[config.mk]
export PLATFORM = sky130hd
export DESIGN_NAME = sum_chain_pipe
export DESIGN_NICKNAME = d
export VERILOG_FILES = /design/src/rtl/sum_chain_pkg.sv /design/src/rtl/sum_chain_ovr.sv /design/src/rtl/sum_chain_pipe.sv
export SDC_FILE = /design/constraint.sdc
export NUM_CORES = 1
export LEC_CHECK = 0
export BUFFER_PORTS_ARGS = -buffer_cell sky130_fd_sc_hd__buf_2
export CORE_MARGIN = 2
export CORE_UTILIZATION = 30
export CTS_CLUSTER_SIZE = 20
export DETAILED_ROUTE_END_ITERATION = 6
export GPL_ROUTABILITY_DRIVEN = 0
export GPL_TIMING_DRIVEN = 1
export HOLD_SLACK_MARGIN = 0.02
export SKIP_CTS_REPAIR_TIMING = 1
export SLEW_MARGIN = 5
export SYNTH_ARGS = -nofsm -noshare
export SYNTH_HDL_FRONTEND = slang
export SYNTH_SLANG_ARGS = --single-unit
[constraint.sdc]
create_clock -name clk -period 5.55 [get_ports clk]
set_input_delay 0 -clock clk [delete_from_list [all_inputs] [get_ports clk]]
set_output_delay 0 -clock clk [all_outputs]
set_load 0.01 [all_outputs]
[src/rtl/sum_chain_pkg.sv]
// Shared stage record and the single adder primitive for the sum-chain pipeline.
// Build option SUM_CHAIN_SAT_EN: adders clamp at the all-ones value instead of wrapping.
package sum_chain_pkg;

  localparam int MAX_W = 64;

  typedef logic [MAX_W-1:0] word_t;

  typedef struct packed {
    logic  valid;
    word_t a;
    word_t b;
    word_t c;
    word_t d;
  } stage_t;

  // Operands are assumed to already fit in w bits; the result is confined to w bits.
  function automatic word_t add_w(input word_t x, input word_t y, input int w);
    word_t          mask;
    logic [MAX_W:0] sum;
`ifdef SUM_CHAIN_SAT_EN
    logic           ovf;
`endif
    mask = (w >= MAX_W) ? '1 : ((word_t'(1) << w) - word_t'(1));
    sum  = {1'b0, x} + {1'b0, y};
`ifdef SUM_CHAIN_SAT_EN
    ovf = |(sum & ~{1'b0, mask});
    return ovf ? mask : (sum[MAX_W-1:0] & mask);
`else
    return sum[MAX_W-1:0] & mask;
`endif
  endfunction

endpackage

[src/rtl/sum_chain_ovr.sv]
// Sticky override for the e output: a set/clear flag plus a value register feeding the e mux.
// Unaffected by SUM_CHAIN_SAT_EN; e only inherits saturation through f.
module sum_chain_ovr
  import sum_chain_pkg::*;
#(
  parameter int WIDTH = 16
) (
  input  logic             clk,
  input  logic             rst_n,
  input  logic             force_set,
  input  logic             force_clr,
  input  logic [WIDTH-1:0] force_val,
  input  logic [WIDTH-1:0] f_in,
  output logic [WIDTH-1:0] e_out,
  output logic             forced
);

  logic             forced_q, forced_d;
  logic [WIDTH-1:0] ovr_q, ovr_d;

  // Set has priority over clear; clearing keeps the last loaded value.
  always_comb begin
    forced_d = forced_q;
    ovr_d    = ovr_q;
    if (force_set) begin
      forced_d = 1'b1;
      ovr_d    = force_val;
    end else if (force_clr) begin
      forced_d = 1'b0;
    end
  end

  always_ff @(posedge clk) begin
    if (!rst_n) begin
      forced_q <= 1'b0;
      ovr_q    <= '0;
    end else begin
      forced_q <= forced_d;
      ovr_q    <= ovr_d;
    end
  end

  assign e_out  = forced_q ? ovr_q : f_in;
  assign forced = forced_q;

endmodule

[src/rtl/sum_chain_pipe.sv]
// Three-stage valid/ready sum chain: c=a+b, d=a+b+c, f=c+d, with sticky e override and handshake counter.
// Build option SUM_CHAIN_SAT_EN: every adder saturates instead of wrapping.
module sum_chain_pipe
  import sum_chain_pkg::*;
#(
  parameter int WIDTH = 16,
  parameter int CNT_W = 8
) (
  input  logic             clk,
  input  logic             rst_n,
  input  logic             in_valid,
  output logic             in_ready,
  input  logic [WIDTH-1:0] in_a,
  input  logic [WIDTH-1:0] in_b,
  output logic             out_valid,
  input  logic             out_ready,
  output logic [WIDTH-1:0] out_c,
  output logic [WIDTH-1:0] out_d,
  output logic [WIDTH-1:0] out_f,
  output logic [WIDTH-1:0] out_e,
  input  logic             force_set,
  input  logic [WIDTH-1:0] force_val,
  input  logic             force_clr,
  output logic             forced,
  output logic [CNT_W-1:0] txn_cnt
);

  stage_t           stg_p1_q, stg_p1_d;
  stage_t           stg_p2_q, stg_p2_d;
  logic             vld_p3_q, vld_p3_d;
  logic [WIDTH-1:0] c_p3_q, c_p3_d;
  logic [WIDTH-1:0] d_p3_q, d_p3_d;
  logic [WIDTH-1:0] f_p3_q, f_p3_d;
  logic [CNT_W-1:0] txn_cnt_q, txn_cnt_d;
  logic             adv;
  word_t            f_sum;

  // One shared advance: the whole pipe moves or the whole pipe holds, bubbles included.
  assign adv      = !vld_p3_q || out_ready;
  assign in_ready = adv;

  always_comb begin
    stg_p1_d  = stg_p1_q;
    stg_p2_d  = stg_p2_q;
    vld_p3_d  = vld_p3_q;
    c_p3_d    = c_p3_q;
    d_p3_d    = d_p3_q;
    f_p3_d    = f_p3_q;
    txn_cnt_d = txn_cnt_q;
    f_sum     = add_w(stg_p2_q.c, stg_p2_q.d, WIDTH);
    if (adv) begin
      // stage 1: capture operands, form c
      stg_p1_d.valid = in_valid;
      stg_p1_d.a     = word_t'(in_a);
      stg_p1_d.b     = word_t'(in_b);
      stg_p1_d.c     = add_w(word_t'(in_a), word_t'(in_b), WIDTH);
      stg_p1_d.d     = '0;
      // stage 2: d as two chained adders so saturation applies at each step
      stg_p2_d       = stg_p1_q;
      stg_p2_d.d     = add_w(add_w(stg_p1_q.a, stg_p1_q.b, WIDTH), stg_p1_q.c, WIDTH);
      // stage 3: f and the output register
      vld_p3_d       = stg_p2_q.valid;
      c_p3_d         = stg_p2_q.c[WIDTH-1:0];
      d_p3_d         = stg_p2_q.d[WIDTH-1:0];
      f_p3_d         = f_sum[WIDTH-1:0];
    end
    if (vld_p3_q && out_ready) begin
      txn_cnt_d = txn_cnt_q + CNT_W'(1);
    end
  end

  always_ff @(posedge clk) begin
    if (!rst_n) begin
      stg_p1_q  <= '0;
      stg_p2_q  <= '0;
      vld_p3_q  <= 1'b0;
      c_p3_q    <= '0;
      d_p3_q    <= '0;
      f_p3_q    <= '0;
      txn_cnt_q <= '0;
    end else begin
      stg_p1_q  <= stg_p1_d;
      stg_p2_q  <= stg_p2_d;
      vld_p3_q  <= vld_p3_d;
      c_p3_q    <= c_p3_d;
      d_p3_q    <= d_p3_d;
      f_p3_q    <= f_p3_d;
      txn_cnt_q <= txn_cnt_d;
    end
  end

  // Fields carried for visibility only (a/b past stage 2, d in stage 1, high sum bits).
  logic unused_fields;
  assign unused_fields = ^{stg_p1_q.d, stg_p2_q.a, stg_p2_q.b, f_sum};

  sum_chain_ovr #(.WIDTH(WIDTH)) u_ovr (
    .clk       (clk),
    .rst_n     (rst_n),
    .force_set (force_set),
    .force_clr (force_clr),
    .force_val (force_val),
    .f_in      (f_p3_q),
    .e_out     (out_e),
    .forced    (forced)
  );

  assign out_valid = vld_p3_q;
  assign out_c     = c_p3_q;
  assign out_d     = d_p3_q;
  assign out_f     = f_p3_q;
  assign txn_cnt   = txn_cnt_q;

endmodule
==> results, run 1 <==
- The run finished with clean final reports.
- The final cell count without fillers is 1432.
- The critical path data arrival time is 2.84 ns.
- The standard-cell row count is 60.
- The switching part of the total is 30.4%.
- The port buffer count is 128.
- Setup repair after global routing left no endpoint under its margin.
- The number of antenna diodes in the final layout is 0.
- Along the worst hold path, the cell count comes to 2.
- The total number of vias is 6854.
- STA classifies the critical path startpoint as a flop.
- The global-route met1 utilization is 20.2%.
- The global-route layer with the greatest usage is met2.
- The total area inside the core boundary comes to 26900 sq um.
- Across every metal layer, demand over resource in global routing totals 14.9%.
- For flop-to-flop paths, the worst setup slack is 2.75 ns.
- The area added between synthesis and finish is 24.4%.
- The clock tree synthesis step divided the H-tree into 4 levels.
- In this run, synthesis produced a sequential element count of 156.
- The number of global-route vias before repair is 6391.
- The post-synthesis instance area is 8190 sq um.
- The setup path with the least slack is of type flop to output pin.
- For this design the top-level I/O count stands at 129.
- Global routing finished with a remaining overflow of 0.
- The HPWL after detailed placement is 15300 um.
- Combinational logic burns 24.2% of the power.
- The maximum number of pins on one net before global-route repair is 98.
- The share of async-settable or async-resettable flops after synthesis is 0%.
- The worst min-delay path category is primary input to flop.
- The capturing element type of the critical path is an output pin.
- After the first detailed-routing iteration, the DRC count stood at 458.
- The distinct cell type count of the synthesized netlist is 64.
- TritonCTS created 17 clock buffers.
- Once the floorplan was initialized, standard cells occupied 30.5% of the core.
- VDD sags by at most 0.000214 V.
- The count of final hold-check violations was 0.
- The dominant synthesized flop cell is dfxtp_1.
- The share of power burned in registers is 40.4%.
- The total number of nets in the final design is 1196.
- The maximum fanout along the worst path is 97.
- In this run the biggest area consumer among cell types represents 38.1% of the synthesized area.
- Cell internal power was estimated by the tool at 2.36 mW.
- Including well taps, the total number of placed cells is 1350.
- For met3 alone, demand over resource in global routing was 3.78%.
- After routing, the total negative slack on setup checks comes to 0 ns.
- The worst hold slack after final layout is 0.132 ns.
- For this design, the sink count on the clock tree is 156.
- Measured on the finished design, the core utilization comes to 37.9%.
- In this run the static leakage power is 4.50 nW.
- Measured along the y axis, the die boundary spans 169 um.
- The launch instance of the worst min-delay path is force_set.
- The first-pass GRT wire length is 33800 um.
- The clock power share is 35.4%.
- The clock period could shrink to 2.84 ns.
- The overall die width is 169 um.
- The total net switching power is 1.03 mW.
- For hold timing, the worst endpoint is u_ovr.forced.
- Clock-pin slew was measured on the worst setup and hold paths at 0.06 ns.
- Power spread over the standard cell area amounts to 332 nW/um^2.
- The total iterations of the first detailed-routing run is 4.
- Clock tree synthesis selected as its root buffer the cell clkbuf_16.
- The post-synthesis cell type with the largest combined area is dfxtp_1.
- The clock tree from TritonCTS is done.
- Setup violations remaining at the end of the flow were counted as 0.
- STA puts the critical path data required time at 5.55 ns.
- The synthesis warning total is 0.
- Counting the fill cells in the layout gives 2751.
- At the later pin of the worst-skew pair, clock insertion delay measures 0.42 ns.
- Summing all flip-flop and latch instances after layout gives 3120 sq um.
- Headroom to the max-slew limit came out at 34.6%.
- Ranked by total cell area, the synthesized netlist is headed by dfxtp_1 38%, nand2_1 9.8%, ha_1 6.9%.
- The final period utilization is 51.2%.
- The tool flagged a number of max-cap violations equal to 0.
- The number of max-slew violations in the final report came to 0.
- The number of nets in the synthesized netlist is 1045.
- In the final layout, the multi-input gates occupy 4800 sq um.
- The number of antenna violations at the first check in global routing is 0.
- The routed wire length is 21400 um.
- The fraction of final layout cells sized beyond drive strength 1 is 17.9%.
- The mean instance size in the synthesized netlist is 8.82 sq um.
- Synthesis handed over a netlist of 928 instances.
- The launching point of the worst reg2reg path is out_valid.
- The ratio of routed vias to standard cells is 4.79.
- Counting cells, the worst reg-to-reg path comes to 8.
- The maximum operating frequency is 352 MHz.
- Between clock sinks in the finished design, the worst skew comes to 0.00969 ns.
- The overall power is 3.39 mW.
- Counting flops with a built-in enable in the synthesized netlist gives 0.
- No sink is reached through more buffers than the 2 on the longest clock path.
- The die area is 28600 sq um.
- After detailed routing, the number of remaining DRC violations is 0.
- The routed length per instance is 15.0 um.
- At the pin with the least slew margin, the transition time is 0.981 ns.
- Summing the sequential cell areas from Yosys gives 38.1% of the chip area.
- In the global route stage, met2 resource usage came out at 23.7%.
- The number of nets still failing antenna checks after routing is 0.
- In this run the critical register-to-register path is captured at stg_p1_q[79].
-- cells in the mapped netlist, drive strengths merged, types with 3 or more instances --
master	number
mux2i	17
and2	23
and4	3
nor2b	24
ha	45
o21ai	47
a21boi	97
nand2b	3
nand3	31
nor2	16
a21oi	27
fa	18
and3	4
buf	14
mux2	16
dfxtp	156
o211a	6
o211ai	5
xor2	14
nand4	6
o21bai	4
nand2	213
a31oi	5
clkbuf	36
xnor2	24
inv	15
o21a	6
nor3	4
a21o	15
a211oi	5
-- power groups by stage --
stage                     combinational [mW]  sequential (mW)  clock (mW)
after detailed placement               0.789             1.39           0
after CTS                              0.797             1.37        1.23
after global placement                 0.785             1.39           0
final                                  0.820             1.37        1.20
after global routing                   0.922             1.39        1.28
after floorplan                        0.540             1.37           0
-- how the worst max path moves through the flow --
stage | slack, ns | endpoint | depth (start not counted) | start
floorplan | 2.98 | stg_p2_q[15] | 10 | stg_p1_q[65]
global placement | 2.82 | stg_p1_q[79] | 8 | out_valid
detailed placement | 2.77 | stg_p1_q[79] | 8 | out_valid
finish | 2.71 | in_ready | 5 | out_valid
global route | 2.44 | in_ready | 5 | out_valid
CTS | 2.68 | in_ready | 5 | out_valid
-- metrics by stage --
| stage | worst slack (ns) | instance area [sq um] |
|---|---|---|
| after global routing | 2.44 | 10200 |
| after global placement | 2.82 | 9080 |
| after CTS | 2.68 | 9680 |
| after floorplan | 2.98 | 8190 |
| final | 2.71 | 10200 |
| after detailed placement | 2.77 | 9080 |
-- worst max-delay path, stage by stage (launching register included) --
cell,delay (ns)
dfxtp_1,0.41
nor2b_4,0.16
buf_4,0.54
clkinv_2,0.43
buf_4,0.54
buf_2,0.29
-- flip-flops by register name (all words and copies together) (netlist names) --
name / flops
u_ovr.ovr_q: 16
txn_cnt: 8
out_valid: 1
out_c: 16
stg_p1_q: 49
out_f: 16
u_ovr.forced: 1
out_d: 16
stg_p2_q: 33
-- per-layer routing --
layer,wire length (um),vias up
li1,-,3499
met3,819,20
met1,10700,3189
met4,396,0
met2,9550,146
met5,0,-
-- cell type report --
type | instances | share of cell area (%)
multi-input combinational | 706 | 47.1
sequential | 156 | 30.7
timing repair buffer | 183 | 11.6
clock buffer | 21 | 4.52
tap | 341 | 4.19
clock inverter | 10 | 1.38
inverter | 15 | 0.565
-- cells in the final DEF (no fill, tap or decap), types with 15 or more instances in the layout --
cell type      count
fa_1              18
a21oi_1           24
o21ai_0           29
buf_2            127
nand2_1          213
mux2_2            16
a21o_1            15
a21boi_0          56
ha_1              45
xnor2_1           24
dfxtp_1          156
mux2i_1           17
dlygate4sd3_1     51
and2_1            23
nor2b_1           22
a21boi_1          41
o21ai_1           16
clkbuf_16         17
nor2_1            16
nand3_1           30
-- cell families (layout without fill, tap and decap cells) --
| family | Yosys count | after routing | share of synthesized area, % |
|---|---|---|---|
| AOI/OAI and AO/OA | 234 | 234 | 20.1 |
| muxes | 33 | 33 | 4.28 |
| adders and majority gates | 63 | 63 | 11.3 |
| xor gates and xnor gates | 38 | 38 | 4.06 |
| buffers and inverters | 66 | 229 | 3.36 |
| DFF | 156 | 156 | 38.1 |
| and+or+nand+nor | 338 | 338 | 18.8 |
(Power assumes the default switching activity.)
==> run 2, diff against run 1 <==
Clock period 5.55 ns to 2.3 ns, I/O delays scaled along.
==> results, run 2 (synthesized netlist as in run 1, its figures left out) <==
- The placeable core region is 26900 sq um (unchanged).
- The critical path data arrival time is 2.91 ns (+0.07 ns).
- Clock tree synthesis selected as its root buffer the cell clkbuf_16.
- The run finished, with violations left.
- The share of power burned in registers is 38.9% (-1.5 points).
- The ratio of routed vias to standard cells is 4.71 (-1.6%).
- The maximum vdd ir drop came to 0.000465 V (+120%).
- The overall die width is 169 um (unchanged).
- The maximum fanout along the worst path was 3 (-97%).
- The final routed DRC violation total is 0 (unchanged).
- The slack of the worst reg-to-reg path was -0.29 ns (-3.04 ns).
- The leakage power is 4.77 nW (+6.2%).
- The total number of nets in the final design is 1245 (+4.1%).
- The worst-case headroom to the max-slew limit is 51.1% (+16 points).
- The power per standard cell area is 788 nW/um^2 (+140%).
- The category of the worst setup path launch point is a flop.
- The min-delay analysis places its worst path in the category primary input to flop.
- The overall fraction of global-route tracks in use is 14.9% (-0.058 points).
- The highest-delay cell along the critical path is fa_1.
- The first-pass GRT wire length is 34000 um (+0.41%).
- The number of max-slew violations in the final report is 0 (unchanged).
- The worst setup slack after layout is -0.287 ns (-2.99 ns).
- The largest incremental delay on the critical path is 0.47 ns (-0.07 ns).
- The standard-cell row count is 60 (unchanged).
- The vertical extent of the die is 169 um (unchanged).
- The final reports fail on setup timing.
- The total number of vias is 6983 (+1.9%).
- Setup repair after global routing could not meet its margin everywhere.
- The total iterations of the first detailed-routing run came to 5 (+1).
- The minimum period implied by the final worst setup slack is 2.59 ns.
- The placed standard-cell area is 9470 sq um (+4.3%).
- The number of nets still failing antenna checks after routing is 0 (unchanged).
- The sequential cell area is 3130 sq um (+0.20%).
- The number of flip-flops in the largest register was 49 (unchanged).
- The clock tree from TritonCTS is done.
- The setup-violating endpoint count in the final report was 9 (+9).
- The largest registers in the layout are stg_p1_q x49, stg_p2_q x33.
- The maximum root-to-sink buffer count is 2 (unchanged).
- The maximum number of pins on one net before global-route repair is 149 (+52%).
- The capturing element type of the critical path is a flop.
- The area added between synthesis and finish is 30.9%.
- The total overflow reported by the global router is 0 (unchanged).
- The clock transition at the registers of the reported paths is 0.08 ns (+0.02 ns).
- The count of max-cap constraint violations came to 0 (unchanged).
- The number of antenna violations at the first check in global routing came to 0 (unchanged).
- The maximum clock skew at final layout came to 0.0162 ns (+0.00652 ns).
- The initial standard-cell utilization of the core is 30.5% (unchanged).
- The class of the most critical setup path is flop to flop.
- The switching part of the total is 32.6% (+2.2 points).
- The count of final hold-check violations is 0 (unchanged).
- The initial detailed-routing violation count is 357 (-22%).
- The most frequent standard cell in the layout excluding fill and tap cells is nand2_1.
- The number of inserted filler cells in the final layout is 2696 (-2.0%).
- The routed length per instance came to 14.5 um (-2.8%).
- Of the available clock period, the critical path in the final layout requires 112%.
- The pin slew with the least headroom to its limit is 0.733 ns (-0.247 ns).
- The logic gate share of total power is 26.8% (+2.6 points).
- The half-perimeter wire length of the detailed placement result is 15600 um (+2.2%).
- The multi-input logic area is 4890 sq um (+1.9%).
- The total net switching power came to 2.75 mW (+170%).
- The port buffer count is 128 (unchanged).
- stg_p1_q holds more flip-flops than any other register.
- The fraction of final layout cells sized beyond drive strength 1 is 23.4% (+5.5 points).
- The data required time at the worst endpoint is 2.63 ns (-2.92 ns).
- The routed wire length is 21600 um (+0.60%).
- The die area came to 28600 sq um (unchanged).
- The count of pins on the block boundary is 129 (unchanged).
- The clock buffer count from CTS is 17 (unchanged).
- The clock sink total is 156 (unchanged).
- The clock power share is 34.4% (-1.0 points).
- The maximum level of the CTS H-tree was 4 (unchanged).
- The clock latency of the later-clocked register in the worst-skew pair is 0.43 ns (about the same).
- The library cells used most frequently in the layout, excluding fill and tap cells, are 213 x nand2_1, 151 x dfxtp_1, 127 x buf_2.
- The antenna diode count came to 0 (unchanged).
- The maximum operating frequency is 387 MHz.
- The final core utilization is 39.9% (+2.0 points).
- Traced cell by cell, the critical path runs through fa_1 -> ha_2 -> inv_2 -> fa_2 -> nor2b_4 -> o2111ai_2 -> nand3_2 -> a221oi_4 -> buf_4 -> xor2_1 -> o21ai_1 -> and2_1.
- The internal power is 5.69 mW (+140%).
- The summed area of non-filler cells in the final layout is 10700 sq um (+5.2%).
- The number of global-route vias before repair was 6571 (+2.8%).
## run 2: cell types whose count changed in the layout (fill, tap and decap cells not counted), moves of 4 or more
cell      before  now
buf_4          5   49
clkinv_8       0    4
dfxtp_1      156  151
dfxtp_2        0    5
ha_1          45   41
inv_8          0    4
## run 2: through the flow
step	setup TNS [ns]	hold slack [ns]	setup WS [ns]	power, mW	cells
after floorplan	-0.352	0.139	-0.209	4.60	928
after global placement	-1.49	0.249	-0.304	5.42	1396
after detailed placement	-1.72	0.251	-0.321	5.45	1396
after CTS	-1.86	-0.219	-0.318	8.39	1428
after global routing	-2.70	0.0280	-0.445	8.93	1482
final	-1.40	0.00902	-0.287	8.44	1482
## run 2: critical path, delay by kind of cell, from the launching register on
family                     cells  cell delay, ns
and+or+nand+nor                3            0.38
buffers and inverters          2            0.22
adders and majority gates      3            0.88
DFF                            1            0.33
xor gates and xnor gates       1            0.13
AOI/OAI and AO/OA              3            0.55
## run 2: final timing paths
path                               startpoint            to  cells after the start
worst max-delay path            stg_p1_q[193]  stg_p2_q[11]                     12
worst min-delay path                    rst_n     out_valid                      2
worst max register to register  stg_p1_q[193]  stg_p2_q[11]                     12
worst min register to register       out_d[7]      out_d[7]                      2
## run 2: layout make-up
type                            instances  share of cell area (%)
Inverter                               15                   0.537
Timing Repair Buffer                  232                    14.9
Clock inverter                         15                    1.79
Tap cell                              341                    3.98
Clock buffer                           17                    3.97
Sequential cell                       156                    29.2
Multi-Input combinational cell        706                    45.6
## run 2: power groups by stage
stage | logic (mW) | clock network (mW) | registers [mW]
after floorplan | 1.31 | 0 | 3.30
after global placement | 2.09 | 0 | 3.33
after detailed placement | 2.10 | 0 | 3.34
after CTS | 2.13 | 2.99 | 3.28
after global routing | 2.53 | 3.08 | 3.33
final | 2.26 | 2.90 | 3.28
## run 2: routing by layer
layer	part of all wire [%]	global-route usage (%)
met5	0	0
met4	1.2	3.60
met3	4.4	3.08
met2	46	24.5
met1	48	20.0
